`config.mk`:
```
export PLATFORM = sky130hd
export DESIGN_NAME = mmio_device_arbiter
export DESIGN_NICKNAME = d
export VERILOG_FILES = /design/src/rtl/mmio_device_arbiter_pkg.sv /design/src/rtl/mmio_device_arbiter_rr_arbiter.sv /design/src/rtl/mmio_device_arbiter.sv
export SDC_FILE = /design/constraint.sdc
export NUM_CORES = 1
export LEC_CHECK = 0
export ABC_AREA = 0
export BUFFER_PORTS_ARGS = -buffer_cell sky130_fd_sc_hd__buf_2
export CORE_ASPECT_RATIO = 0.6
export CORE_MARGIN = 4
export CORE_UTILIZATION = 48
export CTS_CLUSTER_SIZE = 28
export DETAILED_ROUTE_END_ITERATION = 16
export PLACE_DENSITY_LB_ADDON = 0.05
export SLEW_MARGIN = 20
export SYNTH_ARGS = -nofsm -noshare
export SYNTH_HDL_FRONTEND = slang
export SYNTH_SLANG_ARGS = --single-unit
export TNS_END_PERCENT = 30
```
`constraint.sdc`:
```
create_clock -name clock -period 8.6 [get_ports clock]
set_input_delay 0.86 -clock clock [delete_from_list [all_inputs] [get_ports clock]]
set_output_delay 0.86 -clock clock [all_outputs]
set_load 0.05 [all_outputs]
```
`src/rtl/mmio_device_arbiter_pkg.sv`:
```
// Shared types and constants for the MMIO device arbiter: request/response
// records exchanged with the device, arbiter states and timeout defaults.
package mmio_device_arbiter_pkg;

    localparam int XLEN    = 32;
    localparam int ID_W    = 4;
    localparam int PADDR_W = 32;

    localparam int DEFAULT_TIMEOUT_CYCLES = 256;
    localparam logic [XLEN-1:0] DEV_TIMEOUT_DATA = '1;

    typedef struct packed {
        logic               valid;
        logic [ID_W-1:0]    id;
        logic [PADDR_W-1:0] paddr;
        logic               is_write;
        logic [XLEN-1:0]    data;
    } device_req_t;

    typedef struct packed {
        logic            valid;
        logic [ID_W-1:0] id;
        logic [XLEN-1:0] data;
    } device_res_t;

    typedef enum logic [0:0] {
        ARB_IDLE     = 1'b0,
        ARB_WAIT_RES = 1'b1
    } arb_state_t;

    // Successor of a requester index in round-robin order.
    function automatic int wrap_inc(input int idx, input int n);
        return (idx + 32'sd1) % n;
    endfunction

endpackage

```
`src/rtl/mmio_device_arbiter_rr_arbiter.sv`:
```
// Combinational round-robin picker: first valid requester at or above rr_ptr,
// wrapping around; reports a one-hot grant, its index and whether any won.
module rr_arbiter #(
    parameter int N  = 2,
    parameter int OW = $clog2(N)
) (
    input  logic [N-1:0]  valid,
    input  logic [OW-1:0] rr_ptr,
    output logic [N-1:0]  grant,
    output logic [OW-1:0] grant_idx,
    output logic          any_grant
);

    logic [OW-1:0] idx_s;

    // Priority scan starting at rr_ptr; the first hit locks out the rest.
    always_comb begin
        grant     = '0;
        grant_idx = '0;
        any_grant = 1'b0;
        idx_s     = '0;
        for (int i = 0; i < N; i++) begin
            idx_s = OW'((int'(rr_ptr) + i) % N);
            if (!any_grant && valid[idx_s]) begin
                grant[idx_s] = 1'b1;
                grant_idx    = idx_s;
                any_grant    = 1'b1;
            end else begin
                any_grant = any_grant;
            end
        end
    end

endmodule

```
`src/rtl/mmio_device_arbiter.sv`:
```
// Shares one MMIO device among NUM_REQ requesters: round-robin grants, one
// outstanding read with response routing, stray-response and timeout recovery.
module mmio_device_arbiter
    import mmio_device_arbiter_pkg::*;
#(
    parameter int NUM_REQ        = 2,
    parameter int TIMEOUT_CYCLES = DEFAULT_TIMEOUT_CYCLES
) (
    input  logic                 clock,
    input  logic                 reset,
    input  device_req_t          req_in [NUM_REQ],
    output logic [NUM_REQ-1:0]   req_ready_out,
    output device_res_t          res_out [NUM_REQ],
    output device_req_t          dev_req_out,
    input  device_res_t          dev_res_in,
    output logic                 timeout_err_out,
    output logic                 id_err_out
);

    localparam int OW = $clog2(NUM_REQ);
    localparam int CW = $clog2(TIMEOUT_CYCLES + 1);

    arb_state_t        state_r, state_n;
    logic [OW-1:0]     rr_ptr_r, rr_ptr_n;
    logic [OW-1:0]     owner_r, owner_n;
    logic [ID_W-1:0]   saved_id_r, saved_id_n;
    logic [CW-1:0]     count_r, count_n;
    device_req_t       dev_req_r, dev_req_n;
    device_res_t       res_r [NUM_REQ];
    device_res_t       res_n [NUM_REQ];
    logic              timeout_err_r, timeout_err_n;
    logic              id_err_r, id_err_n;

    logic [NUM_REQ-1:0] valid_s;
    logic [NUM_REQ-1:0] grant_s;
    logic [OW-1:0]      grant_idx_s;
    logic               any_grant_s;
    logic [NUM_REQ-1:0] ready_s;

    // Gather the per-requester valid bits for the picker.
    always_comb begin
        valid_s = '0;
        for (int i = 0; i < NUM_REQ; i++) begin
            valid_s[i] = req_in[i].valid;
        end
    end

    rr_arbiter #(
        .N  (NUM_REQ),
        .OW (OW)
    ) u_rr_arbiter (
        .valid     (valid_s),
        .rr_ptr    (rr_ptr_r),
        .grant     (grant_s),
        .grant_idx (grant_idx_s),
        .any_grant (any_grant_s)
    );

    // Next-state, grant and registered-output computation.
    always_comb begin
        state_n       = state_r;
        rr_ptr_n      = rr_ptr_r;
        owner_n       = owner_r;
        saved_id_n    = saved_id_r;
        count_n       = count_r;
        dev_req_n     = '0;
        timeout_err_n = 1'b0;
        id_err_n      = 1'b0;
        ready_s       = '0;
        for (int i = 0; i < NUM_REQ; i++) begin
            res_n[i] = '0;
        end

        case (state_r)
            ARB_IDLE: begin
                if (any_grant_s) begin
                    ready_s   = grant_s;
                    dev_req_n = req_in[grant_idx_s];
                    rr_ptr_n  = OW'(wrap_inc(int'(grant_idx_s), NUM_REQ));
                    if (!req_in[grant_idx_s].is_write) begin
                        state_n    = ARB_WAIT_RES;
                        owner_n    = grant_idx_s;
                        saved_id_n = req_in[grant_idx_s].id;
                        count_n    = '0;
                    end else begin
                        state_n = ARB_IDLE;
                    end
                end else begin
                    ready_s = '0;
                end
                // Nothing is outstanding, so any response here is a stray.
                id_err_n = dev_res_in.valid;
            end

            ARB_WAIT_RES: begin
                count_n = count_r + CW'(1);
                // A matching response beats a timeout landing in the same cycle.
                if (dev_res_in.valid && (dev_res_in.id == saved_id_r)) begin
                    res_n[owner_r] = '{valid: 1'b1, id: saved_id_r, data: dev_res_in.data};
                    state_n        = ARB_IDLE;
                end else if (count_r == CW'(TIMEOUT_CYCLES - 1)) begin
                    res_n[owner_r] = '{valid: 1'b1, id: saved_id_r, data: DEV_TIMEOUT_DATA};
                    timeout_err_n  = 1'b1;
                    state_n        = ARB_IDLE;
                end else begin
                    state_n = ARB_WAIT_RES;
                end
                if (dev_res_in.valid && (dev_res_in.id != saved_id_r)) begin
                    id_err_n = 1'b1;
                end else begin
                    id_err_n = 1'b0;
                end
            end

            default: begin
                state_n = ARB_IDLE;
            end
        endcase
    end

    // State and output registers; reset abandons any outstanding read.
    always_ff @(posedge clock or posedge reset) begin
        if (reset) begin
            state_r       <= ARB_IDLE;
            rr_ptr_r      <= '0;
            owner_r       <= '0;
            saved_id_r    <= '0;
            count_r       <= '0;
            dev_req_r     <= '0;
            timeout_err_r <= 1'b0;
            id_err_r      <= 1'b0;
            for (int i = 0; i < NUM_REQ; i++) begin
                res_r[i] <= '0;
            end
        end else begin
            state_r       <= state_n;
            rr_ptr_r      <= rr_ptr_n;
            owner_r       <= owner_n;
            saved_id_r    <= saved_id_n;
            count_r       <= count_n;
            dev_req_r     <= dev_req_n;
            timeout_err_r <= timeout_err_n;
            id_err_r      <= id_err_n;
            for (int i = 0; i < NUM_REQ; i++) begin
                res_r[i] <= res_n[i];
            end
        end
    end

    // The grant must be combinational to complete the handshake in-cycle.
    assign req_ready_out   = reset ? '0 : ready_s;
    assign res_out         = res_r;
    assign dev_req_out     = dev_req_r;
    assign timeout_err_out = timeout_err_r;
    assign id_err_out      = id_err_r;

endmodule

```
==> results of run 1 <==
==> critical path, stage by stage <==
cell and delay, ps:
buf_2 140, nand2b_1 140, nand2_2 90, buf_4 550, nor3_1 90, buf_2 250
==> cell type report <==
cell class / count / share of cell area
antenna: 2 / 0.0005915
inverter: 12 / 0.005915
tap: 165 / 0.02440
multi-input combinational: 376 / 0.2140
clock inverter: 13 / 0.01922
sequential: 162 / 0.4791
timing repair buffer: 332 / 0.2033
clock buffer: 19 / 0.05353
==> state kept, by name, summed over array words and instances (netlist names) <==
| signal | flops |
|---|---|
| timeout_err_out | 1 |
| id_err_out | 1 |
| saved_id_r | 4 |
| owner_r | 1 |
| res_out | 74 |
| rr_ptr_r | 1 |
| count_r | 9 |
| dev_req_out | 70 |
| state_r | 1 |
==> power by group <==
group	internal [mW]	switching, mW	total [mW]
registers	0.880	0.0633	0.943
logic	0.186	0.594	0.780
clock network	0.455	0.321	0.775
==> final timing paths <==
check | startpoint | endpoint | slack (ps) | cells after the start
max | req_in[139] | req_ready_out[1] | 5560 | 6
min | count_r[7]$_DFFE_PP0P_ | count_r[7]$_DFFE_PP0P_ | 480 | 1
max reg2reg | count_r[0]$_DFFE_PP0P_ | res_out[27]$_DFF_PP0_ | 6080 | 8
min reg2reg | count_r[7]$_DFFE_PP0P_ | count_r[7]$_DFFE_PP0P_ | 480 | 1
max in group asynchronous | reset | count_r[4]$_DFFE_PP0P_ | 6780 | 3
min in group asynchronous | reset | dev_req_out[32]$_DFF_PP0_ | 580 | 2
==> through the flow <==
| step | hold WS, ps | worst slack [ps] | util |
|---|---|---|---|
| 4_1_cts | 476.9 | 5583 | 0.6895 |
| 6_report | 478.5 | 5561 | 0.6926 |
| 2_1_floorplan | 430.9 | 3363 | - |
| 5_1_grt | 503.0 | 5456 | 0.6922 |
| 3_3_place_gp | 456.4 | 5568 | 0.6369 |
| 3_5_place_dp | 464.4 | 5489 | 0.6391 |
==> cells in the final DEF, fill, tap and decap left out, types with 2 or more instances in the layout <==
cell type / count
clkbuf_8: 2
clkinv_4: 3
xnor2_1: 5
nor2_1: 79
dfrtp_1: 162
nand2_1: 137
o21ai_0: 10
buf_4: 3
mux2i_1: 10
nor2b_1: 2
bufinv_16: 2
a21oi_1: 68
nand3_1: 2
inv_6: 5
clkbuf_16: 17
a31oi_1: 2
inv_1: 9
ha_1: 2
nand4_1: 2
buf_16: 2
diode_2: 2
nor2_2: 5
nor3_1: 34
inv_8: 3
and3_1: 4
buf_2: 326
==> routing by layer <==
| layer | vias up | GRT usage | part of all wire |
|---|---|---|---|
| li1 | 2532 | - | - |
| met1 | 2550 | 0.2974 | 0.39 |
| met2 | 215 | 0.4162 | 0.51 |
| met3 | 32 | 0.08617 | 0.076 |
| met4 | 0 | 0.06760 | 0.022 |
| met5 | - | 0 | 0 |
==> cells by family (layout without fill, tap and decap cells) <==
kind of cell,after synthesis,count (layout),synth area share
simple gates,270,270,0.1819
flops,162,162,0.6653
compound gates,88,88,0.08337
buf+inv,48,376,0.04025
mux,10,10,0.01643
xor+xnor,6,6,0.008624
fa+ha+maj,2,2,0.004106
other cells,0,2,0
==> summary.md, run 1 <==
| Metric | Value |
|---|---|
| Instance area at placement | 7809 µm² |
| WP data required | about 7700 ps |
| CP endpoint kind | output port |
| Chip height | roughly 95 µm |
| Fill count | 973 |
| Final setup skew | 14.92 ps |
| Final Max Tran Viols | 0 |
| P&R area growth vs syn | 38.87% |
| # clock sinks | between 150 and 200 |
| Main flop type after synthesis | dfrtp_1 |
| HPWL Detailed | 12930 µm |
| Postcts setup bufs | 0 |
| CTS resizes | 0 |
| Post-Place Cells | 1046 |
| Non-Filler Instances | between 1000 and 1500 |
| Register area | 4054 µm² |
| Site row count | 31 |
| Dominant cell type by area after synthesis | dfrtp_1 |
| Largest net degree at the start of global routing | 86 |
| Synthesized area | about 6000 µm² |
| Yosys warns | 0 |
| Max-cap violation count | 0 |
| Slew at the pin closest to its max-slew limit | around 1100 ps |
| Die area | 14620 µm² |
| Drt first pass iters | 4 |
| First-iteration detailed-routing DRC count | between 200 and 250 |
| Power per cell area | roughly 300 nW/µm² |
| Worst slew margin | 0.2956 |
| Number of global-route vias before repair | around 5200 |
| Worst-path fanout max | 70 |
| Synth top area share | 0.6653 |
| Clock-pin slew on the worst setup and hold paths | around 60 ps |
| Most frequent cells after synthesis | dfrtp_1 (162), nand2_1 (138), nor2_1 (79), a21oi_1 (68), nor3_1 (34) |
| Final WL | around 18000 µm |
| Top-count cell post-synth | dfrtp_1 |
| Post-route cell area | 8462 µm² |
| I/O pins | 327 |
| Nets | ~1100 |
| Global-route usage over all layers | 0.2428 |
| First-pass GRT wire length | roughly 28000 µm |
| Post-synthesis sequential area ratio | 0.6653 |
| Cell count after synthesis | around 600 |
| Number of hold buffers added after cts | 0 |
| Setup TNS | 0 ps |
| Max clock buf depth | 2 |
| Clock Latency Late Sink | 410 ps |
| Placer Congestion | around 0.92 |
| RSZ-0062 raised after global routing | false |
| Tmin final | 3039 ps |
| Data arrival, critical path | ~2200 ps |
| Worst setup SP type | input port |
| Final Hold Vio Count | 0 |
| Net Count, Synth | around 770 |
| Initial antenna violation count | 0 |
| Count of different cell masters after synthesis | 35 |
| Worst min path class | reg -> reg |
| Leakage | a little under 5 nW |
| Syn_area_per_cell | roughly 10 µm² |
| Fmax | around 0.33 GHz |
| DR WL/cell | approximately 17 µm |
| Synth async-reset ratio | 1.000 |
| CTS tree | done |
| Vias per cell | 4.930 |
| Number of port buffers | roughly 330 |
| Post-synth EDFFs | 0 |
| Part of the cycle the worst path needs | 0.3534 |
| Top post-synthesis cells by area | dfrtp_1 (67%), nand2_1 (8.5%), a21oi_1 (5.6%) |
| VDD IR-drop max | ~0.15 mV |
| Status | finished, final reports clean |
| Synthesized flop and latch total | ~160 |
| Num CTS Buffers | 17 |
| Antenna viol nets, final | 0 |
| Via Count | 5329 |
| Core Area | 12220 µm² |
| Post-route DRC | 0 |
| Clock root buffer | clkbuf_16 |
| Final setup fails | 0 |
| Layout cells sized above 1 | 0.4136 |
| Starting density of the core | 0.4987 |
| Multi-input gate area | between 1500 and 2000 µm² |
| H-tree levels | 4 |
| Die X | ~150 µm |
| Total Power | approximately 2.5 mW |
| GR Overflow Total | 0 |
| Worst Setup Path Type | in -> out |
(Power assumes the default switching activity.)
==> run 2: changes to the inputs <==
CORE_UTILIZATION = 40   (was 48)
clock period = 2.7 ns   (was 8.6 ns; I/O delays follow)
==> run 2 against run 1 <==
Against the previous run:
- critical path depth shrank 2
- die area increased by 19%
- flip-flop and latch count did not move
- largest power group unchanged
==> summary.md, run 2 (synthesis gave the netlist of run 1 again) <==
| Metric | Value |
|---|---|
| Status | finished, final reports clean |
| RSZ-0062 raised after global routing | false |
| Worst setup SP type | flop |
| Worst-path fanout max | 28 |
| Number of global-route vias before repair | ~5400 |
| Core Area | between 10000 and 15000 µm² |
| Drt first pass iters | 4 |
| M1 WL | 7448 µm |
| # clock sinks | between 150 and 200 |
| ANT cells | 0 |
| Post-Place Cells | ~1100 |
| H-tree levels | 4 |
| Final Max Tran Viols | 0 |
| Worst min path class | in -> async |
| Via Count | about 5300 |
| Site row count | 34 |
| Clock root buffer | clkbuf_16 |
| First-iteration detailed-routing DRC count | roughly 340 |
| Final WL | between 15000 and 20000 µm |
| Reg2reg setup slack | between 500 and 600 ps |
| CTS tree | done |
| Metal3 WL | about 1300 µm |
| Clock Latency Late Sink | about 420 ps |
| Met2 Wirelength | roughly 9200 µm |
| Fmax | around 0.43 GHz |
| CP endpoint kind | output port |
| Max-cap violation count | 0 |
| Post-route DRC | 0 |
| Instance area at placement | around 7900 µm² |
| DR top layer | met4 |
| Num CTS Buffers | 17 |
| Part of the cycle the worst path needs | 0.8519 |
| Worst reg2reg path startpoint | count_r[0]$_DFFE_PP0P_ |
| Commonest non-fill, non-tap cell in the layout | buf_2 |
| Final setup fails | 0 |
| Worst slew margin | 0.4487 |
| Antenna viol nets, final | 0 |
| Nets | between 1000 and 1500 |
| Global-route usage over all layers | 0.2081 |
| GR Overflow Total | 0 |
| VDD IR-drop max | ~0.46 mV |
| Vias per cell | between 4 and 5 |
| Final setup skew | 15.63 ps |
| Leakage | between 4 and 5 nW |
| WP data required | between 2000 and 2500 ps |
| Placer Congestion | 0.9010 |
| Final Hold Vio Count | 0 |
| Starting density of the core | 0.4140 |
| Post-route cell area | roughly 8500 µm² |
| Non-Filler Instances | about 1100 |
| Number of hold buffers added after cts | 0 |
| Tmin final | 2300 ps |
| Worst Reg-to-Reg Cells | 7 |
| Power per cell area | a little over 900 nW/µm² |
| HPWL Detailed | roughly 14000 µm |
| Max clock buf depth | 2 |
| Layout cells sized above 1 | 0.4180 |
| Hold slack final | approximately 44 ps |
| CTS resizes | 0 |
| Slew at the pin closest to its max-slew limit | 825.2 ps |
| Largest net degree at the start of global routing | 58 |
| Most used cells in the layout excluding fill and tap cells | buf_2 (326), dfrtp_1 (162), nand2_1 (137) |
| Fill count | roughly 1300 |
| Clock-pin slew on the worst setup and hold paths | 60 ps |
| Data arrival, critical path | 2030 ps |
| Number of port buffers | approximately 330 |
| Postcts setup bufs | 0 |
| DR WL/cell | between 15 and 20 µm |
| Min setup slack post-route | approximately 400 ps |
| Chip height | approximately 100 µm |
| Worst Setup Path Type | reg -> out |
| I/O pins | roughly 330 |
| P&R area growth vs syn | 39.59% |
| Setup TNS | 0 ps |
| Die area | around 17000 µm² |
| Die X | 167.3 µm |
| Max FFs per register | 74 |
| FF-to-FF End | res_out[65]$_DFF_PP0_ |
| Initial antenna violation count | 0 |
| Pre-CTS WS | 566.4 ps |
| First-pass GRT wire length | 28970 µm |
run 2: changes by cell type in the layout (fill, tap and decap cells not counted), sizes merged:
cell,delta
diode,-2
clkbuf,-2
clkinv,+1
clkinvlp,+2
bufinv,-2
buf,+7
inv,+1
run 2: worst max-delay path, cell delays in order (launching register included):
cell and delay [ps]:
dfrtp_1 390, nand2b_1 210, nand2_2 380, nor3_1 310, buf_2 320
run 2: layout make-up:
type	instances	area, µm²	share of cell area
Inverter	12	48.80	0.005737
Clock buffer	17	425.4	0.05001
Sequential cell	162	4054	0.4766
Clock inverter	15	141.4	0.01662
Multi-Input combinational cell	376	1809	0.2127
Timing Repair Buffer	339	1779	0.2092
Tap cell	198	247.7	0.02913
run 2: how the worst max path moves through the flow:
stage                                start                      to  slack [ps]  depth (start not counted)
finish                rr_ptr_r$_DFFE_PP0P_        req_ready_out[1]         400                          4
detailed placement  count_r[0]$_DFFE_PP0P_   res_out[22]$_DFF_PP0_         570                          8
floorplan                            reset  count_r[0]$_DFFE_PP0P_         370                          1
global placement    count_r[0]$_DFFE_PP0P_   res_out[46]$_DFF_PP0_         640                          7
CTS                   rr_ptr_r$_DFFE_PP0P_        req_ready_out[1]         360                          4
global route          rr_ptr_r$_DFFE_PP0P_        req_ready_out[1]         240                          4
run 2: per-layer routing:
metal / GRT usage / vias to the layer above
met2: 0.3548 / 186
met5: 0 / -
met1: 0.2616 / 2511
met3: 0.06243 / 15
li1: - / 2542
met4: 0.05153 / 0
run 2: stage by stage:
| stage | total power [mW] | util |
|---|---|---|
| 6_report | 7.821 | 0.5779 |
| 4_1_cts | 7.900 | 0.5779 |
| 3_3_place_gp | 5.548 | 0.5394 |
| 2_1_floorplan | 4.853 | - |
| 3_5_place_dp | 5.596 | 0.5394 |
| 5_1_grt | 8.240 | 0.5779 |
run 2: report_power, final:
part	internal, mW	total, mW	leakage, nW	switching (mW)
Clock	1.22	2.30	0.275	1.07
Sequential	2.80	2.98	2.21	0.174
Combinational	0.617	2.55	2.46	1.93
